==> config.mk <==
export PLATFORM = sky130hd
export DESIGN_NAME = stream_logical_reducer
export DESIGN_NICKNAME = d
export VERILOG_FILES = /design/src/rtl/stream_logical_reducer_pkg.sv /design/src/rtl/logical_op_core.sv /design/src/rtl/stream_logical_reducer.sv
export SDC_FILE = /design/constraint.sdc
export NUM_CORES = 1
export LEC_CHECK = 0
export ABC_CLOCK_PERIOD_IN_PS = 2900
export BUFFER_PORTS_ARGS = -buffer_cell sky130_fd_sc_hd__buf_2
export CELL_PAD_IN_SITES_DETAIL_PLACEMENT = 1
export CELL_PAD_IN_SITES_GLOBAL_PLACEMENT = 2
export CORE_MARGIN = 1
export CORE_UTILIZATION = 29
export DETAILED_ROUTE_END_ITERATION = 6
export MAX_ROUTING_LAYER = met4
export PLACE_DENSITY = 0.85
export SLEW_MARGIN = 20
export SYNTH_ARGS = -nofsm -noshare
export SYNTH_HDL_FRONTEND = slang
export SYNTH_SLANG_ARGS = --single-unit
export TNS_END_PERCENT = 100
==> constraint.sdc <==
create_clock -name clk -period 2.9 [get_ports clk]
set_input_delay 0.435 -clock clk [delete_from_list [all_inputs] [get_ports clk]]
set_output_delay 0.435 -clock clk [all_outputs]
set_load 0.03 [all_outputs]
==> src/rtl/stream_logical_reducer_pkg.sv <==
// logical_pkg: operator codes, reducer states and the shared operator evaluation function.
// Shared by stream_logical_reducer and logical_op_core.
package logical_pkg;

    localparam int OP_W = 3;

    typedef enum logic [OP_W-1:0] {
        LOP_AND,
        LOP_OR,
        LOP_XOR,
        LOP_NAND,
        LOP_NOR,
        LOP_XNOR
    } logical_op_e;

    typedef enum logic [1:0] {
        IDLE,
        ACCUM,
        DONE
    } state_e;

    // Codes 6 and 7 have no operator of their own and fall back to AND.
    function automatic logic apply_lop(input logic [OP_W-1:0] op, input logic a, input logic b);
        logic r;
        case (op)
            LOP_OR:   r = a | b;
            LOP_XOR:  r = a ^ b;
            LOP_NAND: r = ~(a & b);
            LOP_NOR:  r = ~(a | b);
            LOP_XNOR: r = ~(a ^ b);
            default:  r = a & b;
        endcase
        return r;
    endfunction

    function automatic logic op_illegal(input logic [OP_W-1:0] op);
        return op > OP_W'(LOP_XNOR);
    endfunction

endpackage

==> src/rtl/logical_op_core.sv <==
// logical_op_core: combinational c = op(a, b) for the Logical unit.
module logical_op_core
    import logical_pkg::*;
(
    input  logic            a,
    input  logic            b,
    input  logic [OP_W-1:0] op,
    output logic            c
);

    assign c = apply_lop(op, a, b);

endmodule

==> src/rtl/stream_logical_reducer.sv <==
// stream_logical_reducer: folds streamed operand beats into any-bit-set flags and emits op(A,B) per packet.
// Define LOGICAL_OP_CHECK_EN to add out_err (illegal or changing operator within a packet).
module stream_logical_reducer
    import logical_pkg::*;
#(
    parameter  int N         = 8,
    parameter  int MAX_BEATS = 16,
    localparam int CW        = $clog2(MAX_BEATS + 1)
) (
    input  logic            clk,
    input  logic            rst,
    input  logic            in_valid,
    output logic            in_ready,
    input  logic [N-1:0]    in_a,
    input  logic [N-1:0]    in_b,
    input  logic [OP_W-1:0] in_op,
    input  logic            in_last,
    output logic            out_valid,
    input  logic            out_ready,
    output logic            out_c,
`ifdef LOGICAL_OP_CHECK_EN
    output logic            out_err,
`endif
    output logic [CW-1:0]   out_beats
);

    state_e          state;
    logic            acc_a;
    logic            acc_b;
    logic [OP_W-1:0] op_q;
    logic [CW-1:0]   cnt;

    logic            fire;
    logic            first;
    logic [OP_W-1:0] op_eff;
    logic            a_nxt;
    logic            b_nxt;
    logic [CW-1:0]   cnt_nxt;
    logic            c_nxt;

    assign in_ready = !out_valid | out_ready;
    assign fire     = in_valid & in_ready;
    assign first    = state == IDLE;
    assign op_eff   = first ? in_op : op_q;
    assign a_nxt    = acc_a | (|in_a);
    assign b_nxt    = acc_b | (|in_b);
    assign cnt_nxt  = (cnt == CW'(MAX_BEATS)) ? cnt : cnt + 1'b1;

    // The last beat's own data joins the flags before evaluation, so a single-beat packet works.
    logical_op_core u_core (
        .a  (a_nxt),
        .b  (b_nxt),
        .op (op_eff),
        .c  (c_nxt)
    );

`ifdef LOGICAL_OP_CHECK_EN
    logic err_q;
    logic err_nxt;

    assign err_nxt = first ? op_illegal(in_op) : (err_q | (in_op != op_q));

    always_ff @(posedge clk) begin
        if (rst) begin
            err_q   <= 1'b0;
            out_err <= 1'b0;
        end else if (fire) begin
            err_q <= in_last ? 1'b0 : err_nxt;
            if (in_last)
                out_err <= err_nxt;
        end
    end
`endif

    always_ff @(posedge clk) begin
        if (rst) begin
            state     <= IDLE;
            acc_a     <= 1'b0;
            acc_b     <= 1'b0;
            op_q      <= '0;
            cnt       <= '0;
            out_valid <= 1'b0;
            out_c     <= 1'b0;
            out_beats <= '0;
        end else begin
            if (fire && in_last) begin
                state     <= IDLE;
                acc_a     <= 1'b0;
                acc_b     <= 1'b0;
                cnt       <= '0;
                out_valid <= 1'b1;
                out_c     <= c_nxt;
                out_beats <= cnt_nxt;
            end else begin
                if (fire) begin
                    state <= ACCUM;
                    acc_a <= a_nxt;
                    acc_b <= b_nxt;
                    cnt   <= cnt_nxt;
                    if (first)
                        op_q <= in_op;
                end
                if (out_ready)
                    out_valid <= 1'b0;
            end
        end
    end

endmodule

==> flow_results.org, run 1 <==
** Outcome
- The run finished with clean final reports.

** STA
- The max-slew violation count was 0.
- The hold violation total from the final report came to 0.
- RSZ-0062 raised after global routing :: false
- Final Hold Slack :: 0.389 ns
- Setup tns final :: 0 ns
- Shortest period the worst path allows :: 2.29 ns
- Final setup violation count :: 0
- Clock skew on the completed layout was measured at 0.00386 ns.
- At the pin with the least slew margin, the transition time is 0.509 ns.
- Share of the clock period used by the worst path after layout :: 0.788
- Static timing analysis puts the maximum clock frequency at 437 MHz.
- Measured against its own limit, the worst slew margin works out to 0.660.

** Floorplanning
- Core area :: 3340 um^2
- The die covers 3740 um^2.
- Die Width :: 61.1 um
- For this configuration, the core starts out at a cell density of 0.304.
- Boundary pin count :: 32
- Die height :: 61.1 um
- After floorplanning, the core was divided into 21 placement rows.

** Pwr
- In this run the power spent charging and discharging nets is 143 uW.
- Overall power :: 520 uW
- Of the total power, the share spent switching nets is 0.275.
- VDD IR max :: 0.161 mV
- Of the total power, combinational logic draws 0.178.
- Cell internal power was estimated by the tool at 377 uW.
- Power per cell area :: 417 nW/um^2
- Of the total power, the clock network draws 0.302.
- The share of total power dissipated in sequential elements is 0.521.
- In this run the static leakage power is 0.000522 uW.

** Synthesis
- Portion of the post-synthesis area used by sequential elements :: 0.356
- Top_reg_cell synth :: sky130_fd_sc_hd__dfxtp_1
- Cell taking the most area after synthesis :: sky130_fd_sc_hd__dfxtp_1
- In this run, synthesis produced a sequential element count of 18.
- The synthesized design contains 0 enable-type register cells.
- Counting every net in the synthesized netlist gives 138.
- In this run, distinct cell masters in the synthesized netlist total 36.
- Dominant cells by area after synthesis :: sky130_fd_sc_hd__dfxtp_1 (36%), sky130_fd_sc_hd__nor2_1 (5.2%), sky130_fd_sc_hd__ha_1 (4.9%)
- Synthesized area per cell :: 9.21 um^2
- Cell count after synthesis :: 110
- For this run, the number of Yosys warnings is 0.
- After synthesis the cells add up to 1010 um^2.
- FFs w/ async S/R, synth :: 0
- Of the post-synthesis cell area, the dominant cell type holds 0.356.

** Clock network
- CTS Root Buffer Type :: sky130_fd_sc_hd__clkbuf_4
- CTS saw 18 sinks.
- CTS Buf Count :: 3
- Hold repair after CTS inserted 0 buffers.
- Buffers inserted during post-CTS setup optimization :: 0
- The clock reaches the later pin of the worst-skew pair after 0.29 ns.
- Counting along the longest clock path gives a buffer depth of 2.
- H-tree depth :: 1
- TritonCTS built the clock tree.
- After clock tree synthesis, the clock-pin slew on the worst setup and hold paths is 0.11 ns.
- After clock tree synthesis, the repair step resized 0 gates.

** Critical path
- CP max-delay cell :: sky130_fd_sc_hd__mux4_2
- Register-to-Register Path Depth :: 6
- Arrival time reported for the critical path endpoint :: 2.53 ns
- Walking the worst path, the cells encountered are buf_2 -> nor4_1 -> nand2_1 -> nor4_1 -> ha_1 -> mux4_2 -> nand2_1 -> nor4bb_1 -> a211o_1.
- Terminus of the critical flop-to-flop path :: out_c$_SDFFE_PP0P_
- The worst setup path is launched from a primary input.
- Crit Path Category :: in2reg
- Maximum fanout along the worst path :: 3
- Element type at the critical path end :: register
- CP peak stage delay :: 0.52 ns
- Flop-to-flop setup slack :: 0.79 ns
- Data required, critical path :: 3.14 ns
- The worst register-to-register path begins at acc_b$_SDFFE_PP0P_.

** Placement
- The congestion estimate from routability-driven global placement came to 0.853.
- Standard cell area after detailed placement :: 1210 um^2
- Port-buffer cells :: 31
- Post-DP HPWL :: 1990 um

** Min path
- End point of the worst hold path :: out_valid$_SDFFE_PP0P_
- The path class of the tightest hold or removal check is in2reg.
- The worst hold path was traced through 2 stages.
- The worst hold path begins at rst.

** Routing
- Pre-antenna DRT Iters :: 4
- For this block, the routed nets add up to 2520 um of wire.
- Antenna violation net count after detailed routing :: 0
- Iteration-0 DRC count of the detailed router :: 25
- Detail-routed via count per cell :: 4.81
- The routed layout has 910 vias.
- Wire length per cell :: 13.3 um
- Number of DRC violations after detailed routing :: 0

** Finish
- Layout cell share with drive strength beyond 1 :: 0.315
- Final cell utilization of the core :: 0.374
- Final design instance area without fill :: 1250 um^2
- Leading cell type in the layout, fill and taps excluded :: sky130_fd_sc_hd__buf_2
- Count of antenna diodes in the layout :: 0
- Layout overhead on the synthesized area :: 23.1%
- Fill cell instance count of the final layout :: 428
- Most frequent cells in the layout :: sky130_fd_sc_hd__buf_2 (31), sky130_fd_sc_hd__dfxtp_1 (18), sky130_fd_sc_hd__nor2_1 (14), sky130_fd_sc_hd__nor4_1 (6)
- Post-layout nets :: 172

** Global routing
- The first global-routing pass estimated 3970 um of wire.
- Overall overflow remaining after global route :: 0
- Pin count of the biggest net entering global routing :: 13
- The via count of the first global-routing pass was 851.
- Global-route total usage across every layer :: 0.145
- The initial antenna violation count is 0.

** Run
- Across the run, the number of max-cap violations was 0.
## kinds of logic (layout without fill, tap and decap cells)
logic type | Yosys count | after routing | share of synthesized area
AND/OR/NAND/NOR | 47 | 47 | 0.268
AO/OA/AOI/OAI | 18 | 18 | 0.135
flip-flops | 18 | 18 | 0.356
buffers and inverters | 9 | 42 | 0.0407
XOR/XNOR | 7 | 7 | 0.0605
multiplexers | 7 | 7 | 0.0914
adder cells (fa/ha/maj) | 4 | 4 | 0.0494
## cells in the mapped netlist, drive strengths merged (2+ instances only)
cell and instances:
nor2b 2, inv 7, xor2 3, nor3 4, nand4bb 2, a21oi 4
o2bb2ai 5, nand3 6, nand3b 2, a31oi 2, mux2i 4, ha 4
mux2 2, xnor2 4, a211oi 3, nand2 5, nor4 6, nor2 15
dfxtp 18
## registers in the layout (all words and copies together) (netlist names)
| signal | cells |
|---|---|
| state | 1 |
| acc_a | 1 |
| cnt | 5 |
| acc_b | 1 |
| out_beats | 5 |
| op_q | 3 |
| out_c | 1 |
| out_valid | 1 |
## cell type report
class                           instances  area, um^2  share of cell area
Sequential cell                        18         360               0.289
Clock buffer                            4        36.3              0.0291
Inverter                                7        26.3              0.0211
Timing Repair Buffer                   31         155               0.124
Tap cell                               46        57.6              0.0461
Multi-Input combinational cell         83         612               0.490
## worst max-delay path by stage
stage / to / cells after the start / slack [ns] / startpoint
final: out_c$_SDFFE_PP0P_ / 9 / 0.61 / in_b[5]
after global routing: out_c$_SDFFE_PP0P_ / 9 / 0.38 / in_b[5]
after CTS: out_c$_SDFFE_PP0P_ / 9 / 0.60 / in_b[5]
after detailed placement: out_c$_SDFFE_PP0P_ / 9 / 0.29 / in_b[5]
after global placement: out_c$_SDFFE_PP0P_ / 9 / 0.38 / in_b[5]
after floorplan: out_c$_SDFFE_PP0P_ / 8 / 0.64 / in_a[5]
## metal layers
| metal | track usage | up-vias | part of all wire |
|---|---|---|---|
| met4 | 0.0390 | 0 | 0.0048 |
| met2 | 0.228 | 15 | 0.48 |
| met3 | 0.0189 | 2 | 0.021 |
| met1 | 0.196 | 426 | 0.50 |
| li1 | - | 467 | - |
| met5 | - | - | 0 |
## worst max-delay path: cells and delay by family
| family | cells | cell delay (ns) |
|---|---|---|
| adders and majority gates | 1 | 0.33 |
| buffers and inverters | 1 | 0.10 |
| muxes | 1 | 0.52 |
| and+or+nand+nor | 5 | 1.02 |
| AOI/OAI and AO/OA | 1 | 0.13 |
## metrics by stage
step	instances	setup WS [ns]
after floorplan	110	0.643
after global placement	185	0.375
after detailed placement	185	0.286
after CTS	189	0.598
after global routing	189	0.382
final	189	0.614
## power groups by stage
stage	registers, uW	clock network (uW)	logic, uW
global route	273	172	101
global placement	275	0	89.2
finish	271	157	92.3
floorplan	278	0	54.6
CTS	271	162	93.0
detailed placement	276	0	92.4
Note: power is estimated with default switching activity, not from simulation.
==> run 2: changes to the inputs <==
Settings changed: ABC_CLOCK_PERIOD_IN_PS 2900 to 2090, CORE_UTILIZATION 29 to 26, PLACE_DENSITY 0.85 to 0.81.
Clock period 2.9 ns to 2.09 ns, I/O delays scaled along.
==> run 2 against run 1 <==
Wire length up 11%. Critical path depth is 2 higher. Total power increased by 55%. Flip-flop and latch count stayed put. Worst hold slack worse by 0.072 ns. Global-route usage down 0.28 points.
==> flow_results.org, run 2 (same netlist as run 1, synthesis figures left out) <==
** Finish
- Measured on the finished design, the core utilization comes to 0.382.
- The library cell used most frequently in the layout, excluding fill and tap cells, is sky130_fd_sc_hd__buf_2.
- The net count of the finished layout is 178.
- Largest registers :: cnt x5, out_beats x5, op_q x3
- Relative to the synthesized area, the layout overhead comes to 38.9%.
- Count of antenna diodes in the layout :: 0
- Layout cell share with drive strength beyond 1 :: 0.396
- Fill cell instance count of the final layout :: 445
- The top cell types in the final layout, fill and taps aside, are sky130_fd_sc_hd__buf_2 (30), sky130_fd_sc_hd__dfxtp_1 (18), sky130_fd_sc_hd__nor2_1 (14), sky130_fd_sc_hd__buf_4 (6).

** Routing
- Before antenna repair, the detailed router went through 4 iterations.
- WL final :: 2790 um
- For this run, design rule violations remaining after detail routing come to 0.
- The detailed router placed 974 vias in this run.
- Routed signal wires occupy layers up through met4.
- Once detail routing completed, the nets flagged for antenna violations numbered 0.
- Detail-routed via count per cell :: 4.94
- The routed design uses 1490 um of met2 wire.
- Amount of wire on met3 after detailed routing :: 80 um
- Wire length per cell :: 14.1 um
- Detailed-route wire length on metal 1 :: 1200 um
- Iteration-0 DRC count of the detailed router :: 27

** Clock network
- CTS Buf Count :: 3
- CTS tree :: done
- H-tree depth :: 1
- The number of hold buffers added after CTS was 0.
- Later-pin clock latency in the skew report :: 0.25 ns
- After clock tree synthesis, the clock-pin slew on the worst setup and hold paths is 0.07 ns.
- Counting along the longest clock path gives a buffer depth of 2.
- CTS Root Buffer Type :: sky130_fd_sc_hd__clkbuf_8
- Clock sink count :: 18

** Critical path
- Counting both buffers and inverters, the worst setup path holds a total of 4.
- The setup path with the least slack is of type in2reg.
- On the critical path, the stage with the largest delay is an instance of sky130_fd_sc_hd__nor4_2.
- In this design, the largest share of critical-path delay is due to simple AND/OR/NAND/NOR gates.
- Kind of launch point of the worst setup path :: primary input
- In this run the worst path has a maximum fanout of 4.
- The worst setup path is captured at a register.
- Most common cell on crit path :: sky130_fd_sc_hd__buf_4
- In this design, the stage delay of the slowest critical-path cell is 0.27 ns.
- Data on the critical path is required at its endpoint by 2.24 ns.
- Arrival time reported for the critical path endpoint :: 2.16 ns
- The signal on the critical path passes through buf_2 -> nor4_2 -> nand2_1 -> nor4_4 -> buf_4 -> inv_1 -> ha_1 -> buf_4 -> a211oi_4 -> nor4bb_4 -> a211o_1.

** Global routing
- Entering global routing, the biggest net connects 13 pins.
- Global-route total usage across every layer :: 0.142
- Initial antenna violation count :: 0
- Vias in the first global route :: 1,025
- Overall overflow remaining after global route :: 0
- Global-route wire length before repair :: 4550 um

** Placement
- Routability congestion estimate from global placement :: 0.823
- Buffers placed on the I/O ports in this run total 31.
- The HPWL after detailed placement is 2130 um.

** Pwr
- VDD IR max :: 0.272 mV
- For this design the ratio of total power to cell area is 572 nW/um^2.
- Static Leak :: 0.000586 uW

** Floorplanning
- Core area :: 3690 um^2
- Boundary pin count :: 32
- In this run the core area contains 22 standard-cell rows.
- The die is 64.4 um tall.
- Initial cell density of the core :: 0.275
- The die is 64.4 um wide.
- Area enclosed by the die boundary :: 4150 um^2

** Run
- Number of max-cap violations :: 0

** STA
- Final setup violation count :: 0
- Slew Limit Fails :: 0
- Hold timing on the final database bottoms out at a slack of 0.317 ns.
- For the final database, setup skew stands at 0.00314 ns.
- Counting I/O delays and the setup requirement, the final critical path takes 2.02 ns.
- Timing would allow up to 496 MHz.
- Setup repair after global routing could not meet its margin everywhere.
- The hold violation total from the final report is 0.
- In the final timing run, aggregate negative setup slack is 0 ns.
- The worst pin sits at a relative slew slack of 0.640.
- In the finished design, the share of the clock period the worst path needs comes to 0.964.
- For the pin with the worst max-slew slack, the measured transition is 0.540 ns.

** Min path
- Type of the worst min-delay path :: in2reg

** Outcome
- The run finished with clean final reports.
[run 2: changes by cell type in the layout (fill, tap and decap cells not counted), sizes merged]
cell,delta
buf,+6
[run 2: cell type report]
type                            instances  area [um^2]  share of cell area
Multi-Input combinational cell         83          699               0.497
Sequential cell                        18          360               0.256
Timing Repair Buffer                   37          206               0.147
Tap cell                               48         60.1              0.0427
Clock buffer                            4         55.1              0.0391
Inverter                                7         26.3              0.0187
[run 2: metrics by stage]
step	power, uW	std cells	worst slack [ns]	area, um^2
after floorplan	463	110	0.0544	1030
after global routing	850	197	-0.0325	1410
after CTS	800	195	0.0118	1310
after detailed placement	514	191	-0.255	1260
after global placement	509	191	-0.124	1260
final	805	197	0.0746	1410
[run 2: worst reg2reg max path: stages (launching register included)]
cell,delay (ns)
sky130_fd_sc_hd__dfxtp_1,0.34
sky130_fd_sc_hd__nor4_4,0.32
sky130_fd_sc_hd__buf_4,0.17
sky130_fd_sc_hd__inv_1,0.04
sky130_fd_sc_hd__ha_1,0.20
sky130_fd_sc_hd__buf_4,0.16
sky130_fd_sc_hd__a211oi_4,0.25
sky130_fd_sc_hd__nor4bb_4,0.08
sky130_fd_sc_hd__a211o_1,0.26
[run 2: final timing paths]
path / from / endpoint / slack, ns / depth (start not counted)
worst max-delay path: in_b[5] / out_c$_SDFFE_PP0P_ / 0.07 / 11
worst max register to register: acc_b$_SDFFE_PP0P_ / out_c$_SDFFE_PP0P_ / 0.17 / 8
worst min-delay path: rst / out_valid$_SDFFE_PP0P_ / 0.32 / 2
worst min register to register: out_beats[1]$_SDFFE_PP0P_ / out_beats[1]$_SDFFE_PP0P_ / 0.47 / 1
[run 2: power breakdown]
part	internal, uW	switching (uW)	total (uW)
Sequential	359	18.7	377
Clock	167	117	284
Combinational	65.4	78.0	143
[run 2: repair_timing]
item,CTS,global route
resized for setup,0,12
setup endpoints to repair,0,1
buffers inserted,0,2
[run 2: routing by layer]
metal,up-vias,track usage
met5,-,-
met1,471,0.160
met2,18,0.255
met4,0,0.0500
met3,2,0.0211
li1,483,-
==> run 3: changes to the inputs <==
Settings changed: CORE_ASPECT_RATIO from default to 0.75.
==> run 3 against run 2 <==
Clock-buffer cell count fell by 1. Setup slack got worse by 0.019 ns. Cell area rose by 0.18%. Largest power group unchanged.
==> flow_results.org, run 3 (same netlist as run 1, synthesis figures left out) <==
** Min path
- In this run the worst hold path is classified as in2reg.
- In this run the most critical hold path is launched from rst.
- The worst hold path terminates at op_q[0]$_SDFFE_PP0P_.
- Number of stages on the worst hold path :: 2

** Clock network
- The clock passes through at most 2 buffers.
- TritonCTS built the clock tree.
- Hold repair after CTS inserted 0 buffers.
- Clock sink count :: 18
- H-tree depth :: 1
- Clock-pin slew was measured on the worst setup and hold paths at 0.07 ns.
- Later-pin clock latency in the skew report :: 0.26 ns
- CTS Buf Count :: 3
- The tree is rooted in a sky130_fd_sc_hd__clkbuf_8.

** Floorplanning
- Core area :: 3680 um^2
- From left edge to right edge, the die measures 74.1 um.
- Die height :: 56.1 um
- Initial cell density of the core :: 0.275
- In this run the core area contains 19 standard-cell rows.
- Boundary pin count :: 32
- The floorplan step defined a die boundary enclosing 4150 um^2.

** Critical path
- Data on the critical path arrives at its endpoint at 2.24 ns.
- STA classifies the critical path endpoint as a register.
- Terminus of the critical flop-to-flop path :: out_c$_SDFFE_PP0P_
- The worst setup path is launched from a primary input.
- The worst register-to-register path begins at acc_b$_SDFFE_PP0P_.
- Maximum fanout along the worst path :: 3
- Data required, critical path :: 2.29 ns
- The worst setup path is of the in2reg kind.
- Flop-to-flop setup slack :: 0.19 ns
- The worst register-to-register path has a depth of 6.

** Global routing
- For this run, the total global-route usage over all layers was measured as 0.157.
- The initial antenna violation count was 0.
- Overall overflow remaining after global route :: 0
- Entering global routing, the biggest net connects 13 pins.
- The via count of the first global-routing pass came to 1,039.
- Global-route wire length before repair :: 4830 um

** STA
- RSZ-0062 raised after global routing :: true
- Max frequency :: 491 MHz
- After layout, the worst setup slack is 0.0552 ns.
- The clock period could shrink to 2.03 ns.
- Slew margin rel. :: 0.655
- Hold Vio Cnt, Final :: 0
- At the pin with the least slew margin, the transition time is 0.518 ns.
- Share of the clock period used by the worst path after layout :: 0.974
- The max-slew violation count is 0.
- Final setup violation count :: 0
- Clk_skew :: 0.00332 ns

** Pwr
- Static Leak :: 0.000586 uW
- Sequential group share of total power :: 0.492
- The analysis attributes to net switching a power of 214 uW.
- Of the total power, the clock network draws 0.319.
- Switching share of power :: 0.279
- The worst-case IR drop observed on VDD is 0.313 mV.
- Internal power comes to 554 uW.
- Overall power :: 768 uW
- Power spread over the standard cell area amounts to 545 nW/um^2.
- The share of total power dissipated in combinational logic is 0.189.

** Finish
- After the flow finishes, the layout carries non-filler instances totaling 200.
- The library cell used most frequently in the layout, excluding fill and tap cells, is sky130_fd_sc_hd__buf_2.
- The largest registers in the layout are cnt x5, out_beats x5, op_q x3.
- Layout overhead on the synthesized area :: 39.1%
- Of the cells placed in the final design, the portion with a size suffix greater than 1 is 0.392.
- Most frequent cells in the layout :: sky130_fd_sc_hd__buf_2 (29), sky130_fd_sc_hd__dfxtp_1 (18), sky130_fd_sc_hd__nor2_1 (14), sky130_fd_sc_hd__buf_4 (6)
- At the end of the flow, the number of nets in the layout was 178.
- Fill cell instance count of the final layout :: 430
- The number of antenna diodes in the final layout is 0.

** Placement
- At the end of routability-driven placement, the weighted congestion stood at 0.750.
- Prior to clock tree synthesis, the placed netlist has a worst setup slack of -0.330 ns.
- Post-DP HPWL :: 2290 um
- Input and output buffers added on the ports amount to 31.
- Once placement completed, the tool counted placed cells totaling 196.

** Routing
- Pre-antenna DRT Iters :: 4
- Detail-routed via count per cell :: 4.88
- After detailed routing, the number of remaining DRC violations is 0.
- Iteration-0 DRC count of the detailed router :: 35
- Total via count after detailed routing :: 976
- The detail route stage leaves a number of antenna-violating nets equal to 0.
- Wire length per cell :: 14.8 um
- Wires add up to 2970 um.

** Outcome
- The flow ran to the end, and the final reports show no timing, DRC or antenna violations.

** Run
- Number of max-cap violations :: 0
## run 3: cell count changes in the layout (fill, tap and decap cells not counted), sizes merged
cell    previous run  this run
clkbuf             4         3
## run 3: repair_timing
action,CTS,global route
endpoints found under the hold margin,0,0
endpoints found under the setup margin,1,1
pin swaps,1,6
buffers inserted,0,1
gates resized for setup,3,11
## run 3: routing by layer
metal,GRT usage,vias up,part of all wire
met3,0.0417,5,0.044
met1,0.197,468,0.45
met4,0.0467,0,0.012
met2,0.245,24,0.49
li1,-,479,-
met5,-,-,0
## run 3: worst max-delay path: stages
cell	delay (ns)
sky130_fd_sc_hd__buf_6	0.10
sky130_fd_sc_hd__nor4_4	0.26
sky130_fd_sc_hd__nand2_1	0.11
sky130_fd_sc_hd__nor4_4	0.28
sky130_fd_sc_hd__ha_2	0.27
sky130_fd_sc_hd__mux4_2	0.50
sky130_fd_sc_hd__nand2_1	0.08
sky130_fd_sc_hd__nor4bb_4	0.19
sky130_fd_sc_hd__a211o_1	0.14
## run 3: worst max path at each step
| stage | from | end | slack, ns | depth (start not counted) |
|---|---|---|---|---|
| floorplan | in_b[5] | out_c$_SDFFE_PP0P_ | 0.05 | 8 |
| global placement | in_b[5] | out_c$_SDFFE_PP0P_ | -0.15 | 9 |
| detailed placement | in_b[5] | out_c$_SDFFE_PP0P_ | -0.33 | 9 |
| CTS | in_b[5] | out_c$_SDFFE_PP0P_ | 0.0009 | 9 |
| global route | in_b[6] | out_c$_SDFFE_PP0P_ | -0.06 | 9 |
| finish | in_b[6] | out_c$_SDFFE_PP0P_ | 0.06 | 9 |
## run 3: power groups by stage
stage	logic (uW)	registers, uW	clock network, uW
finish	145	378	245
global route	160	380	270
CTS	134	378	247
detailed placement	131	385	0
global placement	126	383	0
floorplan	76.0	387	0
## run 3: final cells by class
class                           instances  area (um^2)  share of cell area
Tap cell                               52         65.1              0.0461
Multi-Input combinational cell         83          704               0.500
Clock buffer                            3         41.3              0.0293
Inverter                                7         26.3              0.0186
Sequential cell                        18          360               0.256
Timing Repair Buffer                   37          213               0.151
## run 3: per-stage QoR
| step | setup TNS [ns] | instance area, um^2 | hold slack (ns) | util |
|---|---|---|---|---|
| after global routing | -0.0649 | 1410 | 0.317 | 0.383 |
| after CTS | 0 | 1330 | 0.320 | 0.361 |
| after floorplan | 0 | 1030 | 0.386 | - |
| final | 0 | 1410 | 0.316 | 0.383 |
| after detailed placement | -0.330 | 1270 | 0.441 | 0.344 |
| after global placement | -0.148 | 1270 | 0.445 | 0.344 |
